==> config.mk <==
export PLATFORM = sky130hd
export DESIGN_NAME = word_align
export DESIGN_NICKNAME = d
export VERILOG_FILES = /design/src/rtl/word_align.sv
export SDC_FILE = /design/constraint.sdc
export NUM_CORES = 1
export LEC_CHECK = 0
export ABC_AREA = 1
export CAP_MARGIN = 20
export CELL_PAD_IN_SITES_DETAIL_PLACEMENT = 1
export CELL_PAD_IN_SITES_GLOBAL_PLACEMENT = 2
export CORE_MARGIN = 5
export CORE_UTILIZATION = 38
export CTS_CLUSTER_SIZE = 10
export DETAILED_ROUTE_END_ITERATION = 12
export DONT_BUFFER_PORTS = 1
export PLACE_DENSITY = 0.83
export SLEW_MARGIN = 20
export SYNTH_ARGS = -nofsm -noshare
export SYNTH_HDL_FRONTEND = slang
export SYNTH_SLANG_ARGS = --single-unit
==> constraint.sdc <==
create_clock -name CLK -period 3.9 [get_ports CLK]
set_input_delay 0.78 -clock CLK [delete_from_list [all_inputs] [get_ports CLK]]
set_output_delay 0.78 -clock CLK [all_outputs]
set_load 0.01 [all_outputs]
==> src/rtl/word_align.sv <==
// word_align: finds SYNC_WORD at any of 16 bit offsets in a raw 16-bit word
// stream, locks the offset after LOCK_CNT framed hits, then emits realigned words.
//
// Ports:
//   CLK, RSTX (async active-low), CLR (sync clear)
//   RAW_PUSH/RAW      : raw deserializer word in (MSB earliest on the wire)
//   DOPUSH/DOUT       : realigned word out, one pulse per accepted push outside HUNT
//   ALIGNED           : high while LOCKED
//   INIT              : pulses with the DOPUSH of each matched sync word while LOCKED
//   OFFSET            : current bit offset
//   LOSS_CNT          : saturating count of LOCKED->HUNT transitions
module word_align #(
    parameter logic [15:0] SYNC_WORD  = 16'hB4C3,
    parameter int          FRAME_LEN  = 1024,
    parameter int          LOCK_CNT   = 4,
    parameter int          UNLOCK_CNT = 4
) (
    input  logic        CLK,
    input  logic        RSTX,
    input  logic        CLR,
    input  logic        RAW_PUSH,
    input  logic [15:0] RAW,
    output logic        DOPUSH,
    output logic [15:0] DOUT,
    output logic        ALIGNED,
    output logic        INIT,
    output logic [3:0]  OFFSET,
    output logic [15:0] LOSS_CNT
);
    localparam int WW = $clog2(FRAME_LEN + 1);
    localparam int HW = $clog2(LOCK_CNT + 1);
    localparam int MW = $clog2(UNLOCK_CNT + 1);

    localparam logic [WW-1:0] WLAST = WW'(FRAME_LEN);
    localparam logic [HW-1:0] HLOCK = HW'(LOCK_CNT);
    localparam logic [MW-1:0] MDROP = MW'(UNLOCK_CNT);

    localparam logic [1:0] S_HUNT   = 2'd0;
    localparam logic [1:0] S_VERIFY = 2'd1;
    localparam logic [1:0] S_LOCKED = 2'd2;

    logic [1:0]    state_q, state_d;
    logic [15:0]   raw_q, raw_d;
    logic          rawv_q, rawv_d;
    logic [3:0]    off_q, off_d;
    logic [WW-1:0] wcnt_q, wcnt_d;
    logic [HW-1:0] hits_q, hits_d;
    logic [MW-1:0] miss_q, miss_d;
    logic          dopush_q, dopush_d;
    logic [15:0]   dout_q, dout_d;
    logic          aligned_q, aligned_d;
    logic          init_q, init_d;
    logic [15:0]   loss_q, loss_d;

    logic [31:0]   cat;
    logic [15:0]   win_cur;
    logic          scan_hit;
    logic [3:0]    scan_k;
    logic          sync_pos;
    logic [WW-1:0] wcnt_nx;
    logic [HW-1:0] hits_nx;
    logic [MW-1:0] miss_nx;

    // win(k) = cat[31-k -: 16], written as a shift so k can be a signal
    function automatic logic [15:0] win_at(input logic [31:0] c,
                                           input logic [3:0]  k);
        return 16'(c >> (5'd16 - {1'b0, k}));
    endfunction

    assign cat      = {raw_q, RAW};
    assign win_cur  = win_at(cat, off_q);
    assign sync_pos = (wcnt_q == WLAST);
    assign wcnt_nx  = sync_pos ? '0 : wcnt_q + WW'(1);
    assign hits_nx  = hits_q + HW'(1);
    assign miss_nx  = miss_q + MW'(1);

    // Descending scan so the lowest matching offset is the one kept
    always_comb begin
        scan_hit = 1'b0;
        scan_k   = 4'd0;
        for (int k = 15; k >= 0; k--) begin
            if (win_at(cat, 4'(k)) == SYNC_WORD) begin
                scan_hit = 1'b1;
                scan_k   = 4'(k);
            end
        end
    end

    always_comb begin
        state_d   = state_q;
        raw_d     = raw_q;
        rawv_d    = rawv_q;
        off_d     = off_q;
        wcnt_d    = wcnt_q;
        hits_d    = hits_q;
        miss_d    = miss_q;
        dopush_d  = 1'b0;
        dout_d    = dout_q;
        aligned_d = aligned_q;
        init_d    = 1'b0;
        loss_d    = loss_q;
        if (RAW_PUSH) begin
            raw_d  = RAW;
            rawv_d = 1'b1;
            unique case (state_q)
                S_HUNT: begin
                    aligned_d = 1'b0;
                    if (rawv_q && scan_hit) begin
                        off_d  = scan_k;
                        wcnt_d = '0;
                        hits_d = HW'(1);
                        miss_d = '0;
                        if (LOCK_CNT == 1) begin
                            state_d   = S_LOCKED;
                            dopush_d  = 1'b1;
                            dout_d    = win_at(cat, scan_k);
                            aligned_d = 1'b1;
                            init_d    = 1'b1;
                        end else begin
                            state_d = S_VERIFY;
                        end
                    end
                end
                S_VERIFY: begin
                    wcnt_d    = wcnt_nx;
                    dopush_d  = 1'b1;
                    dout_d    = win_cur;
                    aligned_d = 1'b0;
                    if (sync_pos) begin
                        if (win_cur == SYNC_WORD) begin
                            hits_d = hits_nx;
                            if (hits_nx == HLOCK) begin
                                state_d   = S_LOCKED;
                                aligned_d = 1'b1;
                                init_d    = 1'b1;
                                miss_d    = '0;
                            end
                        end else begin
                            // framing broken before lock: drop this word too
                            state_d  = S_HUNT;
                            dopush_d = 1'b0;
                        end
                    end
                end
                S_LOCKED: begin
                    wcnt_d    = wcnt_nx;
                    dopush_d  = 1'b1;
                    dout_d    = win_cur;
                    aligned_d = 1'b1;
                    if (sync_pos) begin
                        if (win_cur == SYNC_WORD) begin
                            miss_d = '0;
                            init_d = 1'b1;
                        end else begin
                            // flywheel: keep counting, skip INIT for this frame
                            miss_d = miss_nx;
                            if (miss_nx == MDROP) begin
                                state_d   = S_HUNT;
                                dopush_d  = 1'b0;
                                aligned_d = 1'b0;
                                if (loss_q != 16'hFFFF) begin
                                    loss_d = loss_q + 16'd1;
                                end
                            end
                        end
                    end
                end
                default: begin
                    state_d   = S_HUNT;
                    aligned_d = 1'b0;
                end
            endcase
        end
    end

    always_ff @(posedge CLK or negedge RSTX) begin
        if (!RSTX) begin
            state_q   <= S_HUNT;
            raw_q     <= '0;
            rawv_q    <= 1'b0;
            off_q     <= '0;
            wcnt_q    <= '0;
            hits_q    <= '0;
            miss_q    <= '0;
            dopush_q  <= 1'b0;
            dout_q    <= '0;
            aligned_q <= 1'b0;
            init_q    <= 1'b0;
            loss_q    <= '0;
        end else if (CLR) begin
            state_q   <= S_HUNT;
            raw_q     <= '0;
            rawv_q    <= 1'b0;
            off_q     <= '0;
            wcnt_q    <= '0;
            hits_q    <= '0;
            miss_q    <= '0;
            dopush_q  <= 1'b0;
            dout_q    <= '0;
            aligned_q <= 1'b0;
            init_q    <= 1'b0;
            loss_q    <= '0;
        end else begin
            state_q   <= state_d;
            raw_q     <= raw_d;
            rawv_q    <= rawv_d;
            off_q     <= off_d;
            wcnt_q    <= wcnt_d;
            hits_q    <= hits_d;
            miss_q    <= miss_d;
            dopush_q  <= dopush_d;
            dout_q    <= dout_d;
            aligned_q <= aligned_d;
            init_q    <= init_d;
            loss_q    <= loss_d;
        end
    end

    assign DOPUSH   = dopush_q;
    assign DOUT     = dout_q;
    assign ALIGNED  = aligned_q;
    assign INIT     = init_q;
    assign OFFSET   = off_q;
    assign LOSS_CNT = loss_q;

endmodule

After elaboration in Yosys (flattened, before gate mapping). Index checks and enable logic that the tools add are counted.

Bits in registers: 75. Output and inout port bits: 39. Logic and storage cells: 169.

Add/sub/neg operators: 5. Equal/unequal tests: 32. Shift operators: 1. Multiplexer cells: 98. Reductions and logical operators: 21.

Operator list (number): 16-bit == test (second input constant) (17); 16-bit 2-to-1 mux (12); 4-bit 2-to-1 mux (20); 11-bit 2-to-1 mux (4); 3-bit 2-to-1 mux (13); 1-bit 2-to-1 mux (33); 32-bit by 5-bit right shift with 16-bit output (1); 11-bit one-hot mux with 2 select lines (1); 3-bit != test (second input constant) (7); 2-bit 2-to-1 mux (9); 16-bit by 1-bit adder with 16-bit output (second input constant) (1); 16-bit != test (second input constant) (1); 2-bit nonzero test (8); 7-bit AND reduction (2); 11-bit by 1-bit adder with 11-bit output (second input constant) (1); 11-bit == test (second input constant) (1); 3-bit one-hot mux with 3 select lines (1); 3-bit by 1-bit adder with 3-bit output (second input constant) (2); 3-bit == test (second input constant) (2); 1-bit one-hot mux with 2 select lines (3); 2-bit one-hot mux with 3 select lines (1); 3-bit one-hot mux with 2 select lines (1); 3-bit AND reduction (2); 6-bit AND reduction (1); other kinds (12) (13).

Longest topological paths before layout. Gate-level depths: netlist of the first run.

Word-level depth: 22. Mapped depth: 24.

Worst setup path after synthesis of the first run. No wires, ideal clock.

Path type: reg2reg. Start point: register off_q[0] (netlist: OFFSET[0]). End point: register loss_q[6] (netlist: LOSS_CNT[6]). Setup time: 0.118 ns. Arrival time: 2.615 ns. Data required time: 3.782 ns. Slack: 1.167 ns. Cell stages (with the launch flop): 22. Buffers on the path: 5. Clock period less this slack: 2.733 ns. Path through: dfrtp_1 > buf_6 > inv_6 > buf_6 > ha_1 > buf_2 > buf_2 > a21oi_1 > nand2_1 > a21oi_1 > nand2_1 > nand2_2 > nand2_1 > inv_2 > nand2_1 > nor2_2 > nand2_4 > nand3_4 > nand2_4 > buf_6 > nand2_1 > o21ai_2.

Longest elaborated chain between the ends: 5.

RTL lines: start: declaration (line 45) `logic [3:0] off_q, off_d;`; start signal: assignment (line 181) `off_q <= '0;`; start signal: assignment (line 194) `off_q <= '0;`; start signal: assignment (line 207) `off_q <= off_d;`; 5-bit by 4-bit subtractor with 5-bit output (line 67) `return 16'(c >> (5'd16 - {1'b0, k}));`; 32-bit by 5-bit right shift with 16-bit output (line 67); 16-bit == test (line 151) `if (win_cur == SYNC_WORD) begin`; 2-bit != test (no source line); 6-bit AND reduction (no source line); end signal: assignment (line 215) `loss_q <= loss_d;`; end: declaration (line 53) `logic [15:0] loss_q, loss_d;`.

No other way between the ends. A chain may end at the register's enable or synchronous reset.

Worst setup path after layout of the first run. Ends and elaborated chain as after synthesis.

==> results.cfg, run 1 <==
[sta]
fin_crit_sh = 0.848
rsz0062_at_grt = no
fmax_ghz = 0.302
max_slew_margin = 0.611
min_period_ns = 3.31
setup_violations = 0
hold_viol = 0
fin_tns_setup_ns = 0
final_max_slew_viol_count = 0
tightest_slew_ns = 0.582
skew_ns = 0.0107
holdWs_ns = 0.137

[floorplan]
die_area_um2 = 19600
start_util = 0.386
std_cell_rows = 47
die_w_um = 140
core_um2 = 16600
die-height_um = 140
ioPinCount = 59

[grt]
grt_max_degree = 76
grt_pass1_vias = 6677
antenna_found_initial = 0
grt_overflow = 0
grt_pass1_wl_um = 37100
gr-usage-all-layers = 0.234

[hold_path]
hold_class = input pin to asynchronous set/reset pin

[route]
dr.pass1.iters = 5
drtIter0Drc = 507
vias = 6696
wl_met1_um = 11200
top_layer = met4
drt-total-wl_um = 22500
routedWlPerCell_um = 18.6
drc = 0
wl_met2_um = 10400
via_per_inst = 5.52
wl_met3_um = 681
ant_nets = 0

[critical_path]
required_ns = 4.13
regToRegEndpoint = LOSS_CNT[6]
cp-end-kind = flop
rrSetupSlack_ns = 0.59
ff2ff_path_depth = 19
critPathLaunchType = flop
worstSetupPathType = flop to flop
cp.arrival_ns = 3.54
worst_r2r_startpoint = OFFSET[0]
crit_fanout = 35

[place]
dpl_cell_area_um2 = 6420
dp_hpwl_um = 16900
numPortBuffers = 0
place_congestion = 0.949

[layout]
fin_util = 0.405
nFillCells = 2252
finish.instance_area_um2 = 6710
drive_gt1_frac = 0.0554
fin_nets = 1019
areaGrowthSynthToFinish_pct = 4.79
diodes = 0

[synthesis]
synth-seq-area-share = 0.293
synthFlopType = dfrtp_1
postSynth.asyncResetShare = 1.00
synth.avg_cell_area_um2 = 6.29
ys_seq_elements = 75
synth_top_area_share = 0.293
synth.largest_area_cell = dfrtp_1
syn_nets = 1051
synth_cell_types = 42
synth_most_common_cell = nand2_1
netlist_top_cells_count = 286 x nand2_1, 228 x nand3_1, 97 x nor2_1, 84 x inv_1, 75 x dfrtp_1
synth-edff-count = 0
yosysWarnings = 0
syn_inst = 1019
synth.cell_area_um2 = 6410
ys_top_cells_by_area = dfrtp_1 29%, nand3_1 18%, nand2_1 17%

[clock_network]
cts_sinks = 75
insertion_delay_ns = 0.34
cts_made_buffers = 9
postCtsResizedCells = 0
root_buffer = clkbuf_16
clk_pin_slew_ns = 0.06
clockBufferDepth = 2
post_cts_buffers = 0
cts.hold.buffers_added = 0
htreeDepth = 3
cts_tree = built

[pwr]
fin_total_pwr_w = 0.00207
powerDensity_nw_per_um2 = 308
peakVddDrop_mv = 0.222
leakage_nw = 3.06

[run_status]
status = completed

[run]
drv_cap = 0
-- cells by family (layout without fill, tap and decap cells) --
| logic type | after synthesis | after routing | synth area share |
|---|---|---|---|
| simple gates | 700 | 700 | 0.492 |
| buf+inv | 144 | 117 | 0.104 |
| flops | 75 | 75 | 0.293 |
| compound gates | 72 | 72 | 0.0652 |
| xor+xnor | 16 | 16 | 0.0219 |
| fa+ha+maj | 12 | 12 | 0.0234 |
-- layer usage --
layer	up-vias	track usage
met2	88	0.375
met5	-	0
li1	3311	-
met1	3277	0.335
met3	20	0.0395
met4	0	0.0479
-- stage by stage --
step / setup WS, ns / instances
after floorplan: 1.17 / 1019
after global placement: 0.679 / 1196
after detailed placement: 0.608 / 1196
after CTS: 0.590 / 1212
after global routing: 0.212 / 1212
final: 0.592 / 1212
-- registers in the layout, summed over array words and instances (netlist names) --
| signal | flops |
|---|---|
| DOUT | 16 |
| LOSS_CNT | 16 |
| raw_q | 16 |
| wcnt_q | 11 |
| OFFSET | 4 |
| hits_q | 3 |
| miss_q | 3 |
| state_q | 2 |
| ALIGNED | 1 |
| DOPUSH | 1 |
| INIT | 1 |
| rawv_q | 1 |
-- worst max-delay path by stage --
stage                             end  startpoint  slack [ns]
final                     LOSS_CNT[6]   OFFSET[0]        0.59
after global routing      LOSS_CNT[4]   OFFSET[0]        0.21
after CTS                 LOSS_CNT[6]   OFFSET[0]        0.59
after detailed placement  LOSS_CNT[9]   OFFSET[0]        0.61
after global placement    LOSS_CNT[2]   OFFSET[0]        0.68
after floorplan           LOSS_CNT[6]   OFFSET[0]        1.17
-- cells in the final DEF, fill, tap and decap left out, drive strengths merged, types with 2 or more instances in the layout --
| master | synthesis | layout |
|---|---|---|
| nor4 | 6 | 6 |
| o21ai | 49 | 49 |
| dfrtp | 75 | 75 |
| a21oi | 6 | 6 |
| nor2 | 100 | 100 |
| or2 | 3 | 3 |
| clkbuf | 10 | 13 |
| ha | 12 | 12 |
| nand4 | 26 | 26 |
| nand3 | 230 | 230 |
| nand2 | 296 | 296 |
| nor3 | 29 | 29 |
| o31ai | 2 | 2 |
| nor3b | 6 | 6 |
| inv | 94 | 94 |
| buf | 39 | 6 |
| clkinv | 1 | 3 |
| xor2 | 14 | 14 |
| o22ai | 11 | 11 |
| xnor2 | 2 | 2 |
-- cell type report --
class | instances | area [um^2] | area share
Clock inverter | 3 | 21.3 | 0.00317
Timing Repair Buffer | 6 | 45.0 | 0.00671
Multi-Input combinational cell | 800 | 3860 | 0.575
Sequential cell | 75 | 1880 | 0.280
Tap cell | 220 | 275 | 0.0410
Inverter | 95 | 364 | 0.0542
Clock buffer | 13 | 270 | 0.0403
-- report_power, final --
part / internal (W) / switching (W) / total [W]
Clock: 0.000484 / 0.000338 / 0.000822
Sequential: 0.000819 / 0.0000623 / 0.000882
Combinational: 0.000104 / 0.000261 / 0.000365
Total: 0.00141 / 0.000662 / 0.00207
-- critical path: stages, from the launching register on --
cell     delay (ns)
dfrtp_1        0.42
inv_6          0.23
ha_1           0.27
inv_1          0.05
nand2_1        0.10
nand2_4        0.21
inv_4          0.31
nand3_1        0.16
nand3_1        0.12
nand3_1        0.09
nand2_1        0.13
inv_2          0.06
nor2_1         0.10
nand2_1        0.07
nor2_2         0.13
nand2_4        0.12
nand3_4        0.16
nand2_4        0.21
nand2_1        0.14
o21ai_2        0.06
No activity file was read; power rests on OpenSTA's default activity.
==> inputs of run 2 (changes only) <==
- CORE_UTILIZATION: 38 -> 32
- PLACE_DENSITY: 0.83 -> 0.74
- clock period: 3.9 -> 2.95 ns (I/O delays scaled with it)
==> run 2 against run 1 <==
Effect of this change: non-clock buffer count grew 12; die area grew 17%; sequential power grew 32%; total power grew 41%; flip-flop and latch count is the same.
==> results.cfg, run 2 (same netlist as run 1, synthesis figures left out) <==
[route]
drc = 0
vias = 6732
drt-total-wl_um = 23300
drtIter0Drc = 383
via_per_inst = 5.30
dr.pass1.iters = 5
routedWlPerCell_um = 18.3
ant_nets = 0

[critical_path]
required_ns = 3.21
crit_path_start = raw_q[4]
worst_r2r_startpoint = raw_q[4]
cp-end-kind = flop
cp.arrival_ns = 2.96
crit_fanout = 14
ff2ff_path_depth = 13
rrSetupSlack_ns = 0.24
worstSetupPathType = flop to flop
critPathLaunchType = flop

[clock_network]
clockBufferDepth = 2
post_cts_buffers = 0
cts_tree = built
clk_pin_slew_ns = 0.06
cts_sinks = 75
root_buffer = clkbuf_16
htreeDepth = 3
cts_made_buffers = 9
insertion_delay_ns = 0.35

[place]
dp_hpwl_um = 17600
dpl_cell_area_um2 = 6590
numPortBuffers = 0
place_congestion = 0.879

[floorplan]
die_w_um = 151
std_cell_rows = 51
ioPinCount = 59
start_util = 0.327
core_um2 = 19600
die_area_um2 = 22900
die-height_um = 151

[layout]
final_common_cell = nand2_1
drive_gt1_frac = 0.0787
fin_util = 0.357
diodes = 0
final_cell_mix = 285 x nand2_1, 222 x nand3_1, 96 x nor2_1
finish.instance_area_um2 = 7000
areaGrowthSynthToFinish_pct = 9.30
fin_nets = 1031

[pwr]
powerDensity_nw_per_um2 = 415
peakVddDrop_mv = 0.210
leakage_nw = 3.18

[sta]
fmax_ghz = 0.369
setup_violations = 0
min_period_ns = 2.71
final_max_slew_viol_count = 0
tightest_slew_ns = 0.559
max_slew_margin = 0.626
skew_ns = 0.0100
fin_crit_sh = 0.917
hold_viol = 0

[grt]
grt_pass1_wl_um = 37300
gr-usage-all-layers = 0.207
antenna_found_initial = 0
grt_overflow = 0
grt_pass1_vias = 6683
grt_max_degree = 76

[hold_path]
hold_class = input pin to asynchronous set/reset pin

[run_status]
status = completed

[run]
drv_cap = 0
[run 2: per-stage QoR]
step                power, W  instances  setup TNS (ns)  setup slack, ns  hold WS [ns]
floorplan            0.00153       1019               0            0.217         0.294
global placement     0.00168       1252               0            0.143         0.298
detailed placement   0.00169       1252               0            0.130         0.298
CTS                  0.00294       1269               0            0.111         0.162
global route         0.00308       1269        -0.00314         -0.00314         0.170
finish               0.00291       1269               0            0.243         0.155
[run 2: cell type report]
| cell class | count | area, um^2 |
|---|---|---|
| clock buffer | 9 | 225 |
| clock inverter | 7 | 92.6 |
| fill | 2572 | 12600 |
| inverter | 95 | 367 |
| multi-input combinational | 800 | 3920 |
| sequential | 75 | 1880 |
| tap | 265 | 332 |
| timing repair buffer | 18 | 188 |
[run 2: report_power, final]
group          total (W)  leakage, nW  switching, W  internal (W)
sequential       0.00116         1.03     0.0000814       0.00108
clock            0.00121        0.159      0.000468      0.000739
combinational   0.000535         1.99      0.000375      0.000160
[run 2: worst max-delay path: stages (launching register included)]
cell	delay (ns)
dfrtp_1	0.63
inv_1	0.18
nand4_1	0.13
nor2_1	0.04
nand2_1	0.09
o21ai_1	0.11
nor2_1	0.20
nand2_1	0.09
o21ai_1	0.19
nand3_1	0.24
nand2_1	0.23
buf_4	0.22
nor3_1	0.06
nor3b_1	0.20
[run 2: metal layers]
| layer | up-vias | global-route usage | wire, um |
|---|---|---|---|
| met3 | 13 | 0.0393 | 1000 |
| met1 | 3266 | 0.296 | 11300 |
| met5 | - | 0 | 0 |
| met4 | 0 | 0.0400 | 212 |
| li1 | 3338 | - | - |
| met2 | 115 | 0.329 | 10700 |
[run 2: final timing paths]
check / endpoint
worst max-delay path: wcnt_q[8]
worst min-delay path: DOUT[1]
worst max register to register: wcnt_q[8]
worst min register to register: rawv_q
max in group asynchronous: raw_q[1]
min in group CLK: rawv_q
[run 2: repair_timing]
| item | 4_1_cts | 5_1_grt |
|---|---|---|
| setup endpoints to repair | 0 | 24 |
| gates resized for setup | 0 | 15 |
| hold buffers | 1 | 0 |
| hold endpoints to repair | 75 | 0 |
